[config.mk]
export PLATFORM = sky130hd
export DESIGN_NAME = video_timing_480p
export DESIGN_NICKNAME = d
export VERILOG_FILES = /design/src/rtl/video_timing_480p.sv
export SDC_FILE = /design/constraint.sdc
export NUM_CORES = 1
export LEC_CHECK = 0
export CORE_MARGIN = 5
export CORE_UTILIZATION = 48
export DETAILED_ROUTE_END_ITERATION = 10
export PLACE_DENSITY = 0.74
export SKIP_LAST_GASP = 1
export SYNTH_ARGS = -nofsm -noshare
export SYNTH_HDL_FRONTEND = slang
export SYNTH_SLANG_ARGS = --single-unit
[constraint.sdc]
create_clock -name PCLK -period 1.8 [get_ports PCLK]
set_input_delay 0.18 -clock PCLK [delete_from_list [all_inputs] [get_ports PCLK]]
set_output_delay 0.18 -clock PCLK [all_outputs]
set_load 0.005 [all_outputs]
[src/rtl/video_timing_480p.sv]
// video_timing_480p: 640x480@60 raster timing generator gated by a synchronised PLL lock.
// Every output is registered and all of them describe the same pixel position in a given cycle.
module video_timing_480p #(
    parameter int   H_ACTIVE = 640,
    parameter int   H_FP     = 16,
    parameter int   H_SYNC   = 96,
    parameter int   H_BP     = 48,
    parameter int   V_ACTIVE = 480,
    parameter int   V_FP     = 10,
    parameter int   V_SYNC   = 2,
    parameter int   V_BP     = 33,
    parameter logic HS_POL   = 1'b0,
    parameter logic VS_POL   = 1'b0
) (
    input  logic       PCLK,
    input  logic       RESET_n,
    input  logic       PLOCK,
    output logic       HSYNC,
    output logic       VSYNC,
    output logic       DE,
    output logic [9:0] X,
    output logic [9:0] Y,
    output logic       LINE_START,
    output logic       FRAME_START
);

    localparam int H_TOTAL = H_ACTIVE + H_FP + H_SYNC + H_BP;
    localparam int V_TOTAL = V_ACTIVE + V_FP + V_SYNC + V_BP;

    localparam logic [9:0] H_LAST   = 10'(H_TOTAL - 1);
    localparam logic [9:0] V_LAST   = 10'(V_TOTAL - 1);
    localparam logic [9:0] H_ACT_W  = 10'(H_ACTIVE);
    localparam logic [9:0] V_ACT_W  = 10'(V_ACTIVE);
    localparam logic [9:0] HS_BEG   = 10'(H_ACTIVE + H_FP);
    localparam logic [9:0] HS_END   = 10'(H_ACTIVE + H_FP + H_SYNC);
    localparam logic [9:0] VS_BEG   = 10'(V_ACTIVE + V_FP);
    localparam logic [9:0] VS_END   = 10'(V_ACTIVE + V_FP + V_SYNC);

    logic       lock_meta_r;
    logic       lock_sync_r;
    logic       lock_s;
    logic [9:0] h_cnt_r;
    logic [9:0] v_cnt_r;
    logic [9:0] h_next_s;
    logic [9:0] v_next_s;
    logic [9:0] x_next_s;
    logic [9:0] y_next_s;
    logic       hsync_next_s;
    logic       vsync_next_s;
    logic       de_next_s;
    logic       ls_next_s;
    logic       fs_next_s;

    // Two-flop synchroniser bringing the asynchronous PLL lock into the pixel domain
    always_ff @(posedge PCLK or negedge RESET_n) begin
        if (!RESET_n) begin
            lock_meta_r <= 1'b0;
            lock_sync_r <= 1'b0;
        end else begin
            lock_meta_r <= PLOCK;
            lock_sync_r <= lock_meta_r;
        end
    end

    assign lock_s = lock_sync_r;

    // Decode the current counter position into next outputs and advance the raster
    always_comb begin
        h_next_s     = 10'd0;
        v_next_s     = 10'd0;
        x_next_s     = 10'd0;
        y_next_s     = 10'd0;
        hsync_next_s = ~HS_POL;
        vsync_next_s = ~VS_POL;
        de_next_s    = 1'b0;
        ls_next_s    = 1'b0;
        fs_next_s    = 1'b0;
        if (lock_s) begin
            x_next_s     = h_cnt_r;
            y_next_s     = v_cnt_r;
            de_next_s    = (h_cnt_r < H_ACT_W) && (v_cnt_r < V_ACT_W);
            hsync_next_s = ((h_cnt_r >= HS_BEG) && (h_cnt_r < HS_END)) ? HS_POL : ~HS_POL;
            vsync_next_s = ((v_cnt_r >= VS_BEG) && (v_cnt_r < VS_END)) ? VS_POL : ~VS_POL;
            ls_next_s    = (h_cnt_r == 10'd0);
            fs_next_s    = (h_cnt_r == 10'd0) && (v_cnt_r == 10'd0);
            if (h_cnt_r == H_LAST) begin
                h_next_s = 10'd0;
                if (v_cnt_r == V_LAST) begin
                    v_next_s = 10'd0;
                end else begin
                    v_next_s = v_cnt_r + 10'd1;
                end
            end else begin
                h_next_s = h_cnt_r + 10'd1;
                v_next_s = v_cnt_r;
            end
        end else begin
            // Counters parked at zero so the next lock always starts a fresh frame
            h_next_s = 10'd0;
            v_next_s = 10'd0;
        end
    end

    // Raster counters and registered timing outputs
    always_ff @(posedge PCLK or negedge RESET_n) begin
        if (!RESET_n) begin
            h_cnt_r     <= 10'd0;
            v_cnt_r     <= 10'd0;
            X           <= 10'd0;
            Y           <= 10'd0;
            HSYNC       <= ~HS_POL;
            VSYNC       <= ~VS_POL;
            DE          <= 1'b0;
            LINE_START  <= 1'b0;
            FRAME_START <= 1'b0;
        end else begin
            h_cnt_r     <= h_next_s;
            v_cnt_r     <= v_next_s;
            X           <= x_next_s;
            Y           <= y_next_s;
            HSYNC       <= hsync_next_s;
            VSYNC       <= vsync_next_s;
            DE          <= de_next_s;
            LINE_START  <= ls_next_s;
            FRAME_START <= fs_next_s;
        end
    end

endmodule

# Yosys cells after proc, flatten, opt, wreduce, memory -nomap -nowiden
# Cells that the tools add are included.
# word_totals
reg_bits,47
output_inout_bits,25
input_bits,3
wordCells,42
# op_classes
n_lt_le_gt_ge,6
muxes,14
reduce_logical,6
eq_ne,3
n_addsub,2
# ops
op,n
$mux W10,7
$add A10 B1 Y10 const B,2
$eq A10 B10 Y1 const B,2
$logic_not A10 Y1,2
$lt A10 B10 Y1 const B,2
$lt A10 B9 Y1 const B,2
$ge A10 B10 Y1 const B,1
$ge A10 B9 Y1 const B,1
$mux W1,7
$logic_and A1 B1 Y1,4
$ne A2 B1 Y1 const B,1

# Logic depth before layout (Yosys ltp)
# Gate-level depths: netlist of run 1.
# depth
depth_word,4
mapped_depth,7
ltp_nobuf,6

# Least setup slack after synthesis of run 1
# OpenSTA, ideal clock, no wires.
# synth_timing
kind,reg2reg
from,register h_cnt_r[0]
to,register v_cnt_r[8]
setup_time_ns,0.125
required_time_ns,1.675
stages_incl_launch_ff,8
path_slack_ns,0.033
t_arrival_ns,1.642
n_path_buf,2
period_less_slack_ns,1.767
path_cell_list,dfrtp_1 ha_1 and3_1 buf_4 and4_1 buf_4 nand4_1 mux2_2
# synth_between
elab_chain_len,2
# synth_lines
item,line,rtl
start: declaration,42,logic [9:0] h_cnt_r;
start signal: assignment,117,h_cnt_r <= h_next_s;
$eq A10 B10 Y1,86,if (h_cnt_r == H_LAST) begin
$ne A2 B1 Y1 (no line),n/a,
end signal: assignment,118,v_cnt_r <= v_next_s;
end: declaration,43,logic [9:0] v_cnt_r;
# Every way passes these cells.
# A chain may end at the register's enable or synchronous reset.

# Worst setup path after layout of run 1
# layout_timing
from,register h_cnt_r[1]
to,register v_cnt_r[0]
# The elaborated chain is that of the path after synthesis.

==> results of run 1 <==
## layer usage
metal | routed length (um) | global-route usage [%] | up-vias | share of wire [%]
met1 | 1920 | 22.7 | 736 | 46
met4 | 59 | 6.04 | 0 | 1.4
li1 | - | - | 701 | -
met2 | 2000 | 26.8 | 36 | 48
met5 | 0 | 0 | - | 0
met3 | 199 | 5.27 | 7 | 4.8
## kinds of logic after synthesis
group | synth area share [%]
and+or+nand+nor | 23.8
DFF | 59.6
AOI/OAI and AO/OA | 6.89
buffers and inverters | 3.35
xor gates and xnor gates | 2.66
adders and majority gates | 2.53
muxes | 1.14
## metrics by stage
stage / hold slack (ns) / instance area (um^2) / TNS (ns) / setup WS (ns)
floorplan: -0.116 / 1980 / 0 / 0.0328
global placement: 0.187 / 2400 / 0 / 0.00736
detailed placement: 0.198 / 2400 / 0 / 0.0237
CTS: 0.312 / 2490 / 0 / 0.0279
global route: 0.305 / 2540 / -0.00998 / -0.00592
finish: 0.316 / 2540 / 0 / 0.0739
## sequential cells by signal (all words and copies together), names as in the netlist
name         cells
X               10
Y               10
h_cnt_r         10
v_cnt_r         10
DE               1
FRAME_START      1
HSYNC            1
LINE_START       1
VSYNC            1
lock_meta_r      1
lock_s           1
## critical path: stages (launching register included)
cell	delay, ns
dfrtp_1	0.40
ha_2	0.21
and3_4	0.19
nand4_1	0.23
buf_4	0.25
buf_4	0.13
o31ai_1	0.23
## layout make-up
type / instances / area share, %
clock buffer: 7 / 3.01
clock inverter: 1 / 0.197
inverter: 7 / 1.04
multi-input combinational: 111 / 30.5
sequential: 47 / 46.4
tap: 50 / 2.47
timing repair buffer: 45 / 16.4
## power groups by stage
stage | Combinational [uW] | Sequential, uW | Clock [uW]
global placement | 97.9 | 1100 | 0
floorplan | 28.0 | 1100 | 0
detailed placement | 101 | 1100 | 0
CTS | 103 | 1080 | 613
finish | 100 | 1080 | 597
global route | 113 | 1080 | 656
## path summary, 6_finish.rpt
check,cells past startpoint,startpoint,endpoint
min reg2reg,0,lock_meta_r,lock_s
max,6,h_cnt_r[1],v_cnt_r[0]
min,1,PLOCK,lock_meta_r
max reg2reg,6,h_cnt_r[1],v_cnt_r[0]
min in group asynchronous,2,RESET_n,X[7]
max in group asynchronous,3,RESET_n,HSYNC
## layout by cell type (no fill, tap or decap), types with 5 or more instances in the layout
cell and count:
nand2_1 8, nor2_1 15, and2_1 15, clkbuf_8 5, buf_4 16, nand3_1 10
nand4_1 5, inv_1 7, dfrtp_1 45, clkdlybuf4s50_1 26
## timing repair
| action | CTS | global route |
|---|---|---|
| endpoints found under the hold margin | 21 | 0 |
| endpoints found under the setup margin | 0 | 7 |
| buffers inserted | 0 | 1 |
| resized for setup | 0 | 8 |
| hold buffers | 1 | 0 |
==> results.sh, run 1 <==
export IMPL_outcome="complete, no violations"
export IMPL_drv_slew=0
export IMPL_routedWlPerCell_um=15.6
export IMPL_fp_dieH_um=74.2
export IMPL_drt_iter0_drc=135
export IMPL_finish_utilization_pct=63.4
export IMPL_netSwitchingFraction_pct=21.9
export IMPL_synth_cells=173
export IMPL_cts_tree="built"
export IMPL_ys_seq_area_share_pct=59.6
export IMPL_switching_power_uw=389
export IMPL_p_leak_uw=0.00118
export IMPL_p_int_uw=1390
export IMPL_routabilityCongestion=0.814
export IMPL_reg2reg_setup_slack_ns=0.07
export IMPL_clockPowerShare_pct=33.6
export IMPL_drc_errors=0
export IMPL_p_comb_share_pct=5.6
export IMPL_clock_sinks=47
export IMPL_max_vdd_ir_drop_v=0.000468
export IMPL_crit_path_start_kind="flop"
export IMPL_yosys_top_cells_count="dfrtp_1, and2_1, nor2_1"
export IMPL_hold_violations=0
export IMPL_fin_crit_sh_pct=95.9
export IMPL_hpwl_um=2990
export IMPL_grt_pass1_wl_um=6970
export IMPL_dieArea_um2=5500
export IMPL_maxCapViolCount=0
export IMPL_antenna_found_initial=0
export IMPL_ys_warn_count=0
export IMPL_crit_fanout=6
export IMPL_synth_edf_count=0
export IMPL_end_kind="flop"
export IMPL_drt_total_wl_um=4180
export IMPL_syn_avg_cell_area_um2=11.4
export IMPL_core_area_um2=4000
export IMPL_start_util_pct=49.5
export IMPL_finalNonFillerCells=268
export IMPL_synth_fp_nets=180
export IMPL_worstMarginPinSlew_ns=0.542
export IMPL_synthMostInstantiatedCell="dfrtp_1"
export IMPL_synth_seq_cells=47
export IMPL_cts_max_level=2
export IMPL_routed_via_density=5.52
export IMPL_p_seq_share_pct=60.8
export IMPL_clk_pin_slew_ns=0.08
export IMPL_p_per_area_nw_per_um2=701
export IMPL_synthFlopType="dfrtp_1"
export IMPL_post_synth_top_area_cell="dfrtp_1"
export IMPL_p_total_uw=1780
export IMPL_layout_drive_gt1_share_pct=15.6
export IMPL_synthTopCellsByArea="dfrtp_1, and2_1, nor2_1"
export IMPL_min_path_type="input pin to flop"
export IMPL_finClkSkew_ns=0.00422
export IMPL_clkLatencyLatePin_ns=0.30
export IMPL_track_usage_pct=17.1
export IMPL_critPathRequiredTime_ns=2.00
export IMPL_drt_antenna_violating_nets=0
export IMPL_route_vias_total=1480
export IMPL_grt_max_degree=27
export IMPL_pin_count=28
export IMPL_fmax_ghz=0.579
export IMPL_cts_root_buf="clkbuf_8"
export IMPL_grt_pass1_vias=1459
export IMPL_maxSlewHeadroom_pct=63.9
export IMPL_async_flop_share_pct=100
export IMPL_grt_ovfl_total=0
export IMPL_synthToLayoutAreaGrowth_pct=28.3
export IMPL_rows=23
export IMPL_crit_type="flop to flop"
export IMPL_synth_top_cell_area_share_pct=56.9
export IMPL_nNetsFinal=224
export IMPL_cts_buffers=5
export IMPL_syn_area_um2=1980
export IMPL_multi_input_area_um2=773
export IMPL_nFillCells=308
export IMPL_die_w_um=74.2
export IMPL_dr_pass1_iters=4
export IMPL_cts_buffer_depth=2
export IMPL_setup_viol=0
export IMPL_ff_latch_area_um2=1180
export IMPL_cp_arrival_ns=1.93
export IMPL_min_period_ns=1.73
export IMPL_ys_types=41
export IMPL_dpl_cell_count=258
export IMPL_antennaDiodeCount=0
export IMPL_portBuffers=27
(Power assumes the default switching activity.)
==> run 2: changes to the inputs <==
PLACE_DENSITY = 0.77   (was 0.74)
SLEW_MARGIN = 20   (was not set)
==> run 2 against run 1 <==
Effect of this change: worst setup slack worse by 0.046 ns; utilization is 0.38 points lower; clock power is 2% lower; final cell count is 0.75% higher; sequential share of layout area is 0.33 points higher; fmax is 2.6% lower; clock-buffer cell count stayed put; die area stayed put; sequential power hardly changed; via count is 2.7% lower; non-clock buffer count is 2 higher; highest routed layer unchanged; combinational power hardly changed.
==> results.sh, run 2 (synthesis results as in run 1) <==
export IMPL_outcome="complete, no violations"
export IMPL_finClkSkew_ns=0.00233
export IMPL_pin_count=28
export IMPL_worstMarginPinSlew_ns=0.559
export IMPL_dpl_worst_slack_ns=0.0458
export IMPL_nNetsFinal=226
export IMPL_p_per_area_nw_per_um2=701
export IMPL_grt_pass1_vias=1400
export IMPL_most_common_layout_cells="dfrtp_1, clkdlybuf4s50_1, buf_4"
export IMPL_drv_slew=0
export IMPL_min_to="lock_meta_r"
export IMPL_r2r_end="v_cnt_r[7]"
export IMPL_ff_latch_area_um2=1180
export IMPL_start_util_pct=49.5
export IMPL_crit_path_start="h_cnt_r[1]"
export IMPL_hold_violations=0
export IMPL_clk_pin_slew_ns=0.08
export IMPL_layout_commonest_cell="dfrtp_1"
export IMPL_drt_antenna_violating_nets=0
export IMPL_track_usage_pct=16.4
export IMPL_antennaDiodeCount=0
export IMPL_hold_ws_ns=0.327
export IMPL_grt_max_degree=48
export IMPL_route_vias_total=1440
export IMPL_critPathRequiredTime_ns=1.97
export IMPL_reg2reg_setup_slack_ns=0.03
export IMPL_grt_pass1_wl_um=6680
export IMPL_p_leak_uw=0.00118
export IMPL_cts_tree="built"
export IMPL_rsz0062_at_grt="yes"
export IMPL_finalNonFillerCells=270
export IMPL_cts_buffer_depth=2
export IMPL_clock_sinks=47
export IMPL_min_period_ns=1.77
export IMPL_routed_via_density=5.33
export IMPL_max_vdd_ir_drop_v=0.000418
export IMPL_drt_total_wl_um=4000
export IMPL_clkLatencyLatePin_ns=0.29
export IMPL_grt_ovfl_total=0
export IMPL_layout_drive_gt1_share_pct=16.4
export IMPL_cts_root_buf="clkbuf_8"
export IMPL_rows=23
export IMPL_routedWlPerCell_um=14.8
export IMPL_setup_slack_ns=0.0274
export IMPL_antenna_found_initial=0
export IMPL_r2r_cells=6
export IMPL_dieArea_um2=5500
export IMPL_setup_viol=0
export IMPL_cts_buffers=5
export IMPL_portBuffers=27
export IMPL_hp_start="PLOCK"
export IMPL_core_area_um2=4000
export IMPL_holdPathStages=1
export IMPL_routabilityCongestion=0.834
export IMPL_dpl_cell_count=257
export IMPL_hpwl_um=2850
export IMPL_cp_arrival_ns=1.94
export IMPL_crit_fanout=6
export IMPL_dr_pass1_iters=4
export IMPL_maxCapViolCount=0
export IMPL_die_w_um=74.2
export IMPL_end_kind="flop"
export IMPL_nFillCells=310
export IMPL_crit_path_start_kind="flop"
export IMPL_synthToLayoutAreaGrowth_pct=27.5
export IMPL_fp_dieH_um=74.2
export IMPL_drt_iter0_drc=75
export IMPL_min_path_type="input pin to flop"
export IMPL_multi_input_area_um2=754
export IMPL_cts_max_level=2
export IMPL_fmax_ghz=0.564
export IMPL_fin_crit_sh_pct=98.5
export IMPL_drc_errors=0
export IMPL_reg2reg_from="h_cnt_r[1]"
export IMPL_crit_type="flop to flop"
export IMPL_maxSlewHeadroom_pct=62.7
==> run 2: cell count changes in the layout (fill, tap and decap cells not counted), sizes merged <==
cell / delta
buf: +2
==> run 2: how the worst max path moves through the flow <==
stage          slack (ns)  cells past startpoint          to
2_1_floorplan        0.03                      7  v_cnt_r[8]
3_3_place_gp         0.07                      4  v_cnt_r[6]
3_5_place_dp         0.05                      5  v_cnt_r[7]
4_1_cts             0.003                      4  v_cnt_r[7]
5_1_grt              -0.1                      6  v_cnt_r[7]
6_report             0.03                      6  v_cnt_r[7]
==> run 2: repair_timing <==
| item | in CTS | in global routing |
|---|---|---|
| setup buffers | 0 | 4 |
| gates resized for setup | 0 | 6 |
| setup endpoints to repair | 0 | 7 |
| hold endpoints to repair | 45 | 0 |
| hold buffers | 1 | 0 |
==> run 2: metal layers <==
metal / vias to the layer above / track usage (%) / routed length (um) / share of wire [%]
li1: 700 / - / - / -
met3: 6 / 4.73 / 226 / 5.6
met2: 36 / 25.3 / 1870 / 47
met1: 698 / 21.7 / 1830 / 46
met5: - / 0 / 0 / 0
met4: 0 / 7.24 / 78 / 1.9
==> run 2: through the flow <==
step | total power [uW] | utilization, % | cell area, um^2 | setup TNS (ns)
5_1_grt | 1860 | 63.1 | 2520 | -0.156
2_1_floorplan | 1130 | - | 1980 | 0
6_report | 1770 | 63.1 | 2520 | 0
4_1_cts | 1790 | 61.7 | 2470 | 0
3_3_place_gp | 1190 | 59.5 | 2380 | 0
3_5_place_dp | 1190 | 59.5 | 2380 | 0
==> run 2: critical path, cell delays in order, from the launching register on <==
cell and delay, ns:
dfrtp_1 0.39, ha_2 0.20, and3_1 0.21, nand4_1 0.23, buf_4 0.24, o31ai_2 0.26, o41ai_2 0.12
==> run 2: where the power goes <==
part           switching (uW)  total, uW  internal [uW]
clock network             316        588            272
registers                11.4       1080           1070
logic                    52.6       97.6           45.0
total                     380       1770           1390
==> run 2: cell type report <==
| type | instances | area share (%) |
|---|---|---|
| sequential | 47 | 46.8 |
| multi-input combinational | 111 | 29.9 |
| timing repair buffer | 47 | 16.6 |
| clock buffer | 7 | 3.03 |
| tap | 50 | 2.48 |
| inverter | 7 | 1.04 |
| clock inverter | 1 | 0.198 |
